File: src/rtl/vu_pkg.sv
// rtl/vu_pkg.sv - shared state codes, colours and level-to-bar mapping for the VU meter
package vu_pkg;

    typedef logic [2:0] vu_state_t;

    localparam vu_state_t ST_IDLE     = 3'd0;
    localparam vu_state_t ST_LATCH    = 3'd1;
    localparam vu_state_t ST_WAIT_RDY = 3'd2;
    localparam vu_state_t ST_STREAM   = 3'd3;
    localparam vu_state_t ST_DONE     = 3'd4;

    // GRB order: G in [23:16], R in [15:8], B in [7:0]
    localparam logic [23:0] COL_GREEN  = 24'h100000;
    localparam logic [23:0] COL_YELLOW = 24'h101000;
    localparam logic [23:0] COL_RED    = 24'h001000;
    localparam logic [23:0] COL_PEAK   = 24'h080808;
    localparam logic [23:0] COL_OFF    = 24'h000000;

    localparam int ZONE_GREEN_NUM  = 5;
    localparam int ZONE_YELLOW_NUM = 7;
    localparam int ZONE_DEN        = 8;

    // Full-scale level maps to every pixel, zero maps to none
    function automatic int vu_lit(input int level, input int num_pixels, input int level_w);
        return ((level + 1) * num_pixels) >> level_w;
    endfunction

endpackage

File: src/rtl/vu_peak_tracker.sv
// rtl/vu_peak_tracker.sv - peak-hold dot position with hold timer and one-pixel-per-frame decay
module vu_peak_tracker #(
    parameter int LIT_W            = 5,
    parameter int PEAK_HOLD_FRAMES = 30
) (
    input  logic             clk,
    input  logic             rst_n,
    input  logic             latch,
    input  logic [LIT_W-1:0] lit,
    output logic [LIT_W-1:0] peak
);

    localparam int HOLD_W = (PEAK_HOLD_FRAMES > 0) ? $clog2(PEAK_HOLD_FRAMES + 1) : 1;

    logic [HOLD_W-1:0] hold;

    always_ff @(posedge clk or negedge rst_n) begin
        if (!rst_n) begin
            peak <= '0;
            hold <= '0;
        end else if (latch) begin
            if (lit >= peak) begin
                peak <= lit;
                hold <= HOLD_W'(PEAK_HOLD_FRAMES);
            end else if (hold != '0) begin
                hold <= hold - HOLD_W'(1);
            end else if (peak != '0) begin
                peak <= peak - LIT_W'(1);
            end
        end
    end

endmodule

File: src/rtl/vu_frame_scheduler.sv
// rtl/vu_frame_scheduler.sv - frame-rate sequencer turning level samples into bar-graph pixel streams
module vu_frame_scheduler
    import vu_pkg::*;
#(
    parameter int CLK_HZ           = 50_000_000,
    parameter int FRAME_HZ         = 60,
    parameter int NUM_PIXELS       = 16,
    parameter int LEVEL_W          = 8,
    parameter int PEAK_HOLD_FRAMES = 30
) (
    input  logic               i_clk,
    input  logic               i_rst_n,
    input  logic [LEVEL_W-1:0] i_level,
    input  logic               i_level_valid,
    input  logic               i_enable,
    input  logic               i_drv_rdy,
    output logic               o_drv_send,
    output logic [23:0]        o_pix_data,
    output logic               o_pix_valid,
    input  logic               i_pix_ready,
    output logic               o_frame_busy,
    output logic [15:0]        o_frame_cnt
);

    localparam int TICK_DIV = CLK_HZ / FRAME_HZ;
    localparam int TICK_W   = (TICK_DIV > 1) ? $clog2(TICK_DIV) : 1;
    localparam int LIT_W    = $clog2(NUM_PIXELS + 1);

    localparam logic [LIT_W-1:0] LAST_IDX = LIT_W'(NUM_PIXELS - 1);
    localparam logic [LIT_W-1:0] ZONE_G   = LIT_W'(NUM_PIXELS * ZONE_GREEN_NUM / ZONE_DEN);
    localparam logic [LIT_W-1:0] ZONE_Y   = LIT_W'(NUM_PIXELS * ZONE_YELLOW_NUM / ZONE_DEN);

    vu_state_t          state;
    logic [TICK_W-1:0]  tick_cnt;
    logic               tick;
    logic [LEVEL_W-1:0] acc;
    logic [LIT_W-1:0]   lit_now;
    logic [LIT_W-1:0]   lit_q;
    logic [LIT_W-1:0]   idx;
    logic [LIT_W-1:0]   peak;
    logic               pending;
    logic               blank_req;
    logic               frame_blank;
    logic               enable_q;
    logic [15:0]        frame_cnt;
    logic               in_latch;
    logic               start_frame;
    logic [23:0]        colour;

    assign tick     = (tick_cnt == TICK_W'(TICK_DIV - 1));
    assign in_latch = (state == ST_LATCH);
    assign lit_now  = LIT_W'(vu_lit(int'(acc), NUM_PIXELS, LEVEL_W));

    always_ff @(posedge i_clk or negedge i_rst_n) begin
        if (!i_rst_n) begin
            tick_cnt <= '0;
        end else if (tick) begin
            tick_cnt <= '0;
        end else begin
            tick_cnt <= tick_cnt + TICK_W'(1);
        end
    end

    // A sample arriving in the LATCH cycle opens the next window
    always_ff @(posedge i_clk or negedge i_rst_n) begin
        if (!i_rst_n) begin
            acc <= '0;
        end else if (in_latch) begin
            acc <= i_level_valid ? i_level : '0;
        end else if (i_level_valid && (i_level > acc)) begin
            acc <= i_level;
        end
    end

    always_comb begin
        start_frame = 1'b0;
        if (state == ST_IDLE) begin
            start_frame = (tick && i_enable) || blank_req;
        end else if (state == ST_DONE) begin
            start_frame = blank_req || pending || (tick && i_enable);
        end
    end

    always_ff @(posedge i_clk or negedge i_rst_n) begin
        if (!i_rst_n) begin
            state       <= ST_IDLE;
            lit_q       <= '0;
            idx         <= '0;
            pending     <= 1'b0;
            blank_req   <= 1'b0;
            frame_blank <= 1'b0;
            enable_q    <= 1'b0;
            frame_cnt   <= '0;
        end else begin
            enable_q <= i_enable;

            if (enable_q && !i_enable) begin
                blank_req <= 1'b1;
            end else if (i_enable || start_frame) begin
                blank_req <= 1'b0;
            end

            if (start_frame) begin
                pending <= 1'b0;
            end else if (tick && i_enable && (state != ST_IDLE)) begin
                pending <= 1'b1;
            end

            case (state)
                ST_IDLE: begin
                    if (start_frame) begin
                        state       <= ST_LATCH;
                        frame_blank <= blank_req;
                    end
                end
                ST_LATCH: begin
                    lit_q <= lit_now;
                    state <= ST_WAIT_RDY;
                end
                ST_WAIT_RDY: begin
                    if (i_drv_rdy) begin
                        state <= ST_STREAM;
                        idx   <= '0;
                    end
                end
                ST_STREAM: begin
                    if (i_pix_ready) begin
                        if (idx == LAST_IDX) begin
                            state <= ST_DONE;
                        end else begin
                            idx <= idx + LIT_W'(1);
                        end
                    end
                end
                ST_DONE: begin
                    frame_cnt <= frame_cnt + 16'd1;
                    if (start_frame) begin
                        state       <= ST_LATCH;
                        frame_blank <= blank_req;
                    end else begin
                        state <= ST_IDLE;
                    end
                end
                default: state <= ST_IDLE;
            endcase
        end
    end

    // Blank frames leave the peak dot where it was
    vu_peak_tracker #(
        .LIT_W            (LIT_W),
        .PEAK_HOLD_FRAMES (PEAK_HOLD_FRAMES)
    ) u_peak (
        .clk   (i_clk),
        .rst_n (i_rst_n),
        .latch (in_latch && !frame_blank),
        .lit   (lit_now),
        .peak  (peak)
    );

    always_comb begin
        colour = COL_OFF;
        if (frame_blank) begin
            colour = COL_OFF;
        end else if ((idx < lit_q) && (idx < ZONE_G)) begin
            colour = COL_GREEN;
        end else if ((idx < lit_q) && (idx < ZONE_Y)) begin
            colour = COL_YELLOW;
        end else if (idx < lit_q) begin
            colour = COL_RED;
        end else if ((peak != '0) && (idx == peak - LIT_W'(1))) begin
            colour = COL_PEAK;
        end
    end

    assign o_drv_send   = (state == ST_WAIT_RDY) && i_drv_rdy;
    assign o_pix_valid  = (state == ST_STREAM);
    assign o_pix_data   = (state == ST_STREAM) ? colour : COL_OFF;
    assign o_frame_busy = (state != ST_IDLE);
    assign o_frame_cnt  = frame_cnt;

endmodule

File: config.mk
export PLATFORM = sky130hd
export DESIGN_NAME = vu_frame_scheduler
export DESIGN_NICKNAME = d
export VERILOG_FILES = /design/src/rtl/vu_pkg.sv /design/src/rtl/vu_peak_tracker.sv /design/src/rtl/vu_frame_scheduler.sv
export SDC_FILE = /design/constraint.sdc
export NUM_CORES = 1
export LEC_CHECK = 0
export ABC_AREA = 1
export CAP_MARGIN = 25
export CELL_PAD_IN_SITES_DETAIL_PLACEMENT = 0
export CELL_PAD_IN_SITES_GLOBAL_PLACEMENT = 1
export CORE_MARGIN = 8
export CORE_UTILIZATION = 45
export CTS_CLUSTER_SIZE = 12
export DETAILED_ROUTE_END_ITERATION = 10
export HOLD_SLACK_MARGIN = 0.03
export MAX_ROUTING_LAYER = met4
export PLACE_DENSITY = 0.9
export SLEW_MARGIN = 30
export SYNTH_ARGS = -nofsm -noshare
export SYNTH_HDL_FRONTEND = slang
export SYNTH_SLANG_ARGS = --single-unit
File: constraint.sdc
create_clock -name i_clk -period 4.1 [get_ports i_clk]
set_input_delay 0.82 -clock i_clk [delete_from_list [all_inputs] [get_ports i_clk]]
set_output_delay 0.82 -clock i_clk [all_outputs]
set_load 0.01 [all_outputs]
### Yosys cells after proc, flatten, opt, wreduce, memory -nomap -nowiden

Index checks and enable logic that the tools add are counted.

* register bits: 71
* input bits: 14
* word-level logic and storage cells: 98

* add/subtract/negate cells: 6
* magnitude comparators: 5
* eq/ne operators: 13
* muxes and demuxes: 31
* reduce and logical (&&, ||, !) cells: 31

Operators with widths (count)
* 24-bit 2-to-1 mux: 3
* 20-bit 2-to-1 mux: 3
* 5-bit 2-to-1 mux: 8
* 8-bit 2-to-1 mux: 3
* 21-bit 2-to-1 mux: 1
* 20-bit by 1-bit adder with 20-bit output, second input constant: 1
* 20-bit equality test, second input constant: 1
* 16-bit by 1-bit adder with 16-bit output, second input constant: 1
* 3-bit one-hot mux with 5 select lines: 1
* 3-bit 2-to-1 mux: 4
* 2-bit nonzero test: 6
* 5-bit by 4-bit < comparator with 1-bit output, second input constant: 2
* 5-bit one-hot mux with 2 select lines: 1
* 5-bit nonzero test: 2
* 5-bit by 1-bit subtractor with 5-bit output, second input constant: 2
* 8-bit by 1-bit adder with 9-bit output, second input constant: 1
* 1-bit logical AND: 9
* 8-bit > comparator: 1
* 4-bit AND reduction: 2
* 1-bit 2-to-1 mux: 7
* 3-bit by 2-bit equality test with 1-bit output, second input constant: 2
* 2-bit by 1-bit inequality test with 1-bit output, second input constant: 3
* 2-bit inequality test, second input constant: 3
* 5-bit by 1-bit adder with 5-bit output, second input constant: 1
* other kinds (13): 18

### Longest topological paths before layout

* depth in word-level cells: 9
* gate-level depth with buffers: 17
* mapped depth without buffers: 17

### Modules after synthesis

From an unflattened synthesis, not the netlist that was laid out.

* cell total of the unflattened synthesis: 626
* area total of the unflattened synthesis: 4669.5 µm²

Modules (own cells, without submodules)
* vu_frame_scheduler: times used 1, cells each 500, area an instance 3832.4 µm²
* vu_peak_tracker: times used 1, cells each 126, area an instance 837.1 µm²

### Worst setup path before layout

Ideal clock, no wire load.

* path type: register to output
* start: reg u_peak.peak[0]
* end: out o_pix_data[11]
* arrival time: 1.583 ns
* data required time: 3.280 ns
* slack: 1.697 ns
* cell stages (with the launch flop): 9
* buffers on the path: 1
* cell sequence: dfrtp_1 inv_1 ha_1 nand2_1 nand4_1 nor4_1 nand2_1 nor2_1 buf_4

* cells in the longest elaborated chain, start to end: 9
* elaborated cells between the ends (all ways): 10
* classes of those cells: add/sub (1); eq/ne (1); mux (6); reduce/logical (2)

RTL lines
* start, declared: RTL line vu_peak_tracker.sv:10 `output logic [LIT_W-1:0] peak`
* start signal, assigned: RTL line vu_peak_tracker.sv:23 `peak <= lit;`
* start signal, assigned: RTL line vu_peak_tracker.sv:28 `peak <= peak - LIT_W'(1);`
* 5-bit by 1-bit subtractor with 5-bit output: RTL line vu_frame_scheduler.sv:171 `end else if ((peak != '0) && (idx == peak - LIT_W'(1))) begin`
* 5-bit equality test: RTL line vu_frame_scheduler.sv:171
* 1-bit logical AND (*): RTL line vu_frame_scheduler.sv:171
* 20-bit 2-to-1 mux (*): RTL line vu_frame_scheduler.sv:171
* 20-bit 2-to-1 mux (*): RTL line vu_frame_scheduler.sv:169 `end else if (idx < lit_q) begin`
* 21-bit 2-to-1 mux (*): RTL line vu_frame_scheduler.sv:167 `end else if ((idx < lit_q) && (idx < ZONE_Y)) begin`
* 24-bit 2-to-1 mux (*): RTL line vu_frame_scheduler.sv:165 `end else if ((idx < lit_q) && (idx < ZONE_G)) begin`
* 24-bit 2-to-1 mux (*): RTL line vu_frame_scheduler.sv:163 `if (frame_blank) begin`
* 24-bit 2-to-1 mux (*): RTL line vu_frame_scheduler.sv:178 `assign o_pix_data = (state == ST_STREAM) ? colour : COL_OFF;`
* end, declared: RTL line vu_frame_scheduler.sv:18 `output logic [23:0] o_pix_data,`

Every way passes the cells marked *; elsewhere a longest branch is shown, timed or not.

### Worst setup path after layout

Same ends and word-level chain as after synthesis.

==> summary.txt <==
Outcome
  • Outcome: complete, no violations

Route
  • Antenna-violating nets left: 0
  • Pre-antenna DRT Iters: 5
  • Routed WL: 9280 um
  • DR WL/cell: around 12 um
  • Starting DRT DRC Count: 220
  • Via Count: 3618
  • Vias per Instance: between 4 and 5
  • DR DRC count: 0

STA
  • Tcrit/Tclk final: 82.1%
  • # setup viols final: 0
  • Setup TNS: 0 ns
  • Unrepaired setup endpoints after global routing: false
  • Post-layout min period: between 3 and 4 ns
  • Measured slew at the worst slew-check pin: between 0.5 and 0.6 ns
  • Achievable Freq: 297 MHz
  • Post-Route Skew: 0.0114 ns
  • Final hold vios: 0
  • Relative slew slack: ~64%
  • Max Transition Viols Final: 0

Global routing
  • Routing usage on met2: 22.5%
  • GRT Max-Usage Layer: met2
  • Total Routing Usage GR: between 15 and 20%
  • Initial antenna violation count: 0
  • Vias in the first global route: 3434
  • First-pass GRT wire length: 16300 um
  • GRT met1 Usage: 21.4%
  • GR Layer Usage met3: roughly 3.6%
  • Total gr overflow: 0
  • Largest net degree at the start of global routing: 38

Cells and area
  • Layout area overhead: 14.3%
  • Nets: 655
  • Final core occ: 53.0%
  • Layout cells sized above 1: approximately a tenth
  • ANT cells: 0

Flow run
  • Max cap viols: 0

Worst setup path
  • Critical path class: reg -> out
  • Kind of end point of the critical path: output port
  • CP arrival: 2.54 ns
  • Required time worst endpoint: 3.28 ns
  • CP Launch Point: u_peak.peak[0]
  • CP Launch Type: flip-flop
  • CP cell instances: inv_1 > ha_1 > nand2_1 > xor2_1 > o22ai_1 > nor2_1 > nand2_1 > nor2_1 > clkdlybuf4s50_1
  • CP max stage delay: roughly 0.60 ns
  • Delay-heaviest family, CP: buffers and inverters
  • Worst r2r src: acc[2]
  • R2r setup slk: 1.32 ns
  • Max FO, Critical Path: 6
  • Worst Path Buf+Inv: 2
  • Critical-path top delay cell: clkdlybuf4s50_1

Logic synthesis
  • Mean cell area of the mapped netlist: 7.91 sq um
  • Cells after Synth: 570
  • Mapped cell area: 4510 sq um
  • Async SR Flop Fraction: 100%
  • Seq/Total Area, Yosys: 39.4%
  • #FFs+latches synth: 71
  • Top_reg_cell synth: dfrtp_1
  • Number of synthesized flops with an enable pin: 0
  • Yosys warnings: 0
  • Library cells used by synthesis: 40

Die
  • Die Height: 116 um
  • I/O Pins: 57
  • Die X-Extent: ~120 um
  • Core box area: 9730 sq um
  • Starting Density: 46.3%
  • Cell Rows: 36
  • DIE AREA: ~13000 sq um

Clocking
  • Clock buffer count from CTS: 9
  • Max Root-Sink Buffers: 2
  • H-tree depth: 3
  • CTS tree: built
  • Later-pin clock latency in the skew report: 0.35 ns
  • CTS Hold Bufs: 0
  • CTS sink cnt: 71
  • CTS clk-pin slew, worst paths: 0.07 ns
  • Post-CTS Setup Repair Bufs: 0
  • Cts repair resizes: 0
  • Clk root buf: clkbuf_8

Placement
  • IO buf count: 37
  • Final Wtd Congestion: 0.900
  • DP HPWL: 7500 um

Pwr
  • Leak Pwr: 2.55 nW
  • P per Cell Area: just over 500 nW/um^2
  • Max VDD drop: 0.000292 V

Hold path
  • Min-delay src: enable_q
  • Hold Path Class: reg -> reg
-- where the power goes --
| group | internal [W] | leakage (nW) | switching, W |
|---|---|---|---|
| clock network | 0.000281 | 0.0992 | 0.000267 |
| logic | 0.000422 | 1.52 | 0.000734 |
| registers | 0.000841 | 0.930 | 0.000109 |
-- state kept, by name, summed over array words and instances (netlist names) --
register	cells
acc	8
blank_req	1
enable_q	1
frame_blank	1
idx	5
lit_q	5
o_frame_cnt	16
pending	1
state	3
tick_cnt	20
u_peak.hold	5
u_peak.peak	5
-- per-layer routing --
| layer | up-vias | share of wire (%) |
|---|---|---|
| met5 | - | 0 |
| li1 | 1865 | - |
| met2 | 70 | 44 |
| met3 | 8 | 4.2 |
| met1 | 1675 | 51 |
| met4 | 0 | 0.79 |
-- final timing paths --
path / endpoint / depth (start not counted)
max: o_pix_data[11] / 9
min in group asynchronous: acc[7] / 2
min: blank_req / 2
max reg2reg: u_peak.peak[2] / 17
min reg2reg: blank_req / 2
max in group asynchronous: enable_q / 2
-- placed cells by master (no fill, tap or decap), drive strengths merged, types with 5 or more instances in the layout --
cell,synthesis,layout
nand2,131,131
inv,87,87
dfrtp,71,71
nor2,69,69
clkdlybuf4s50,0,36
nand3,35,35
o21ai,35,35
ha,26,26
xor2,22,22
conb,1,19
nor3,14,14
a21oi,13,13
xnor2,10,10
nand4,10,10
clkbuf,1,9
nor4,5,5
clkinv,0,5
-- worst register-to-register path, delay by kind of cell (launching register included) --
family / cells / cell delay [ns]
AOI/OAI and AO/OA: 2 / 0.14
buffers and inverters: 3 / 0.29
adders and majority gates: 1 / 0.26
DFF: 1 / 0.35
and+or+nand+nor: 11 / 1.63
-- cells by family (layout without fill, tap and decap cells) --
family          after synthesis  count (layout)  synth area share (%)
flops                        71              71                  39.4
fa+ha+maj                    26              26                  7.22
other cells                   1              19                0.0832
buf+inv                     110             142                  10.9
xor+xnor                     32              32                  6.22
compound gates               57              57                  6.94
simple gates                273             273                  29.2
-- Yosys cell counts, types with 2 or more instances --
cell type / instances / area (sq um)
a21oi_1: 13 / 65.1
buf_4: 21 / 158
dfrtp_1: 71 / 1780
ha_1: 26 / 325
inv_1: 81 / 304
inv_2: 6 / 22.5
nand2_1: 121 / 454
nand2_2: 9 / 56.3
nand3_1: 32 / 160
nand3_2: 3 / 30.0
nand3b_1: 2 / 15.0
nand4_1: 9 / 56.3
nor2_1: 55 / 206
nor2_2: 6 / 37.5
nor2_4: 8 / 90.1
nor3_1: 12 / 60.1
nor3b_1: 2 / 15.0
nor4_1: 5 / 31.3
o21a_1: 2 / 15.0
o21ai_0: 31 / 155
o21ai_1: 3 / 15.0
o22ai_1: 2 / 12.5
o31ai_1: 2 / 15.0
or2_2: 2 / 12.5
xnor2_1: 10 / 87.6
xor2_1: 22 / 193
-- through the flow --
stage	instances	total power, W	worst slack (ns)	area [sq um]	hold slack, ns
3_3_place_gp	737	0.00209	0.902	4960	0.445
5_1_grt	753	0.00293	0.481	5150	0.515
2_1_floorplan	588	0.00180	1.70	4580	0.438
3_5_place_dp	737	0.00212	0.898	4960	0.463
4_1_cts	753	0.00268	0.746	5150	0.479
6_report	753	0.00265	0.736	5150	0.471
-- area by class of cell --
| class | count | area (sq um) |
|---|---|---|
| clock buffer | 9 | 124 |
| clock inverter | 7 | 73.8 |
| sequential | 71 | 1780 |
| fill | 962 | 4580 |
| timing repair buffer | 39 | 380 |
| multi-input combinational | 407 | 2310 |
| inverter | 87 | 327 |
| tap | 133 | 166 |
Power figures use the tool's default switching activity.
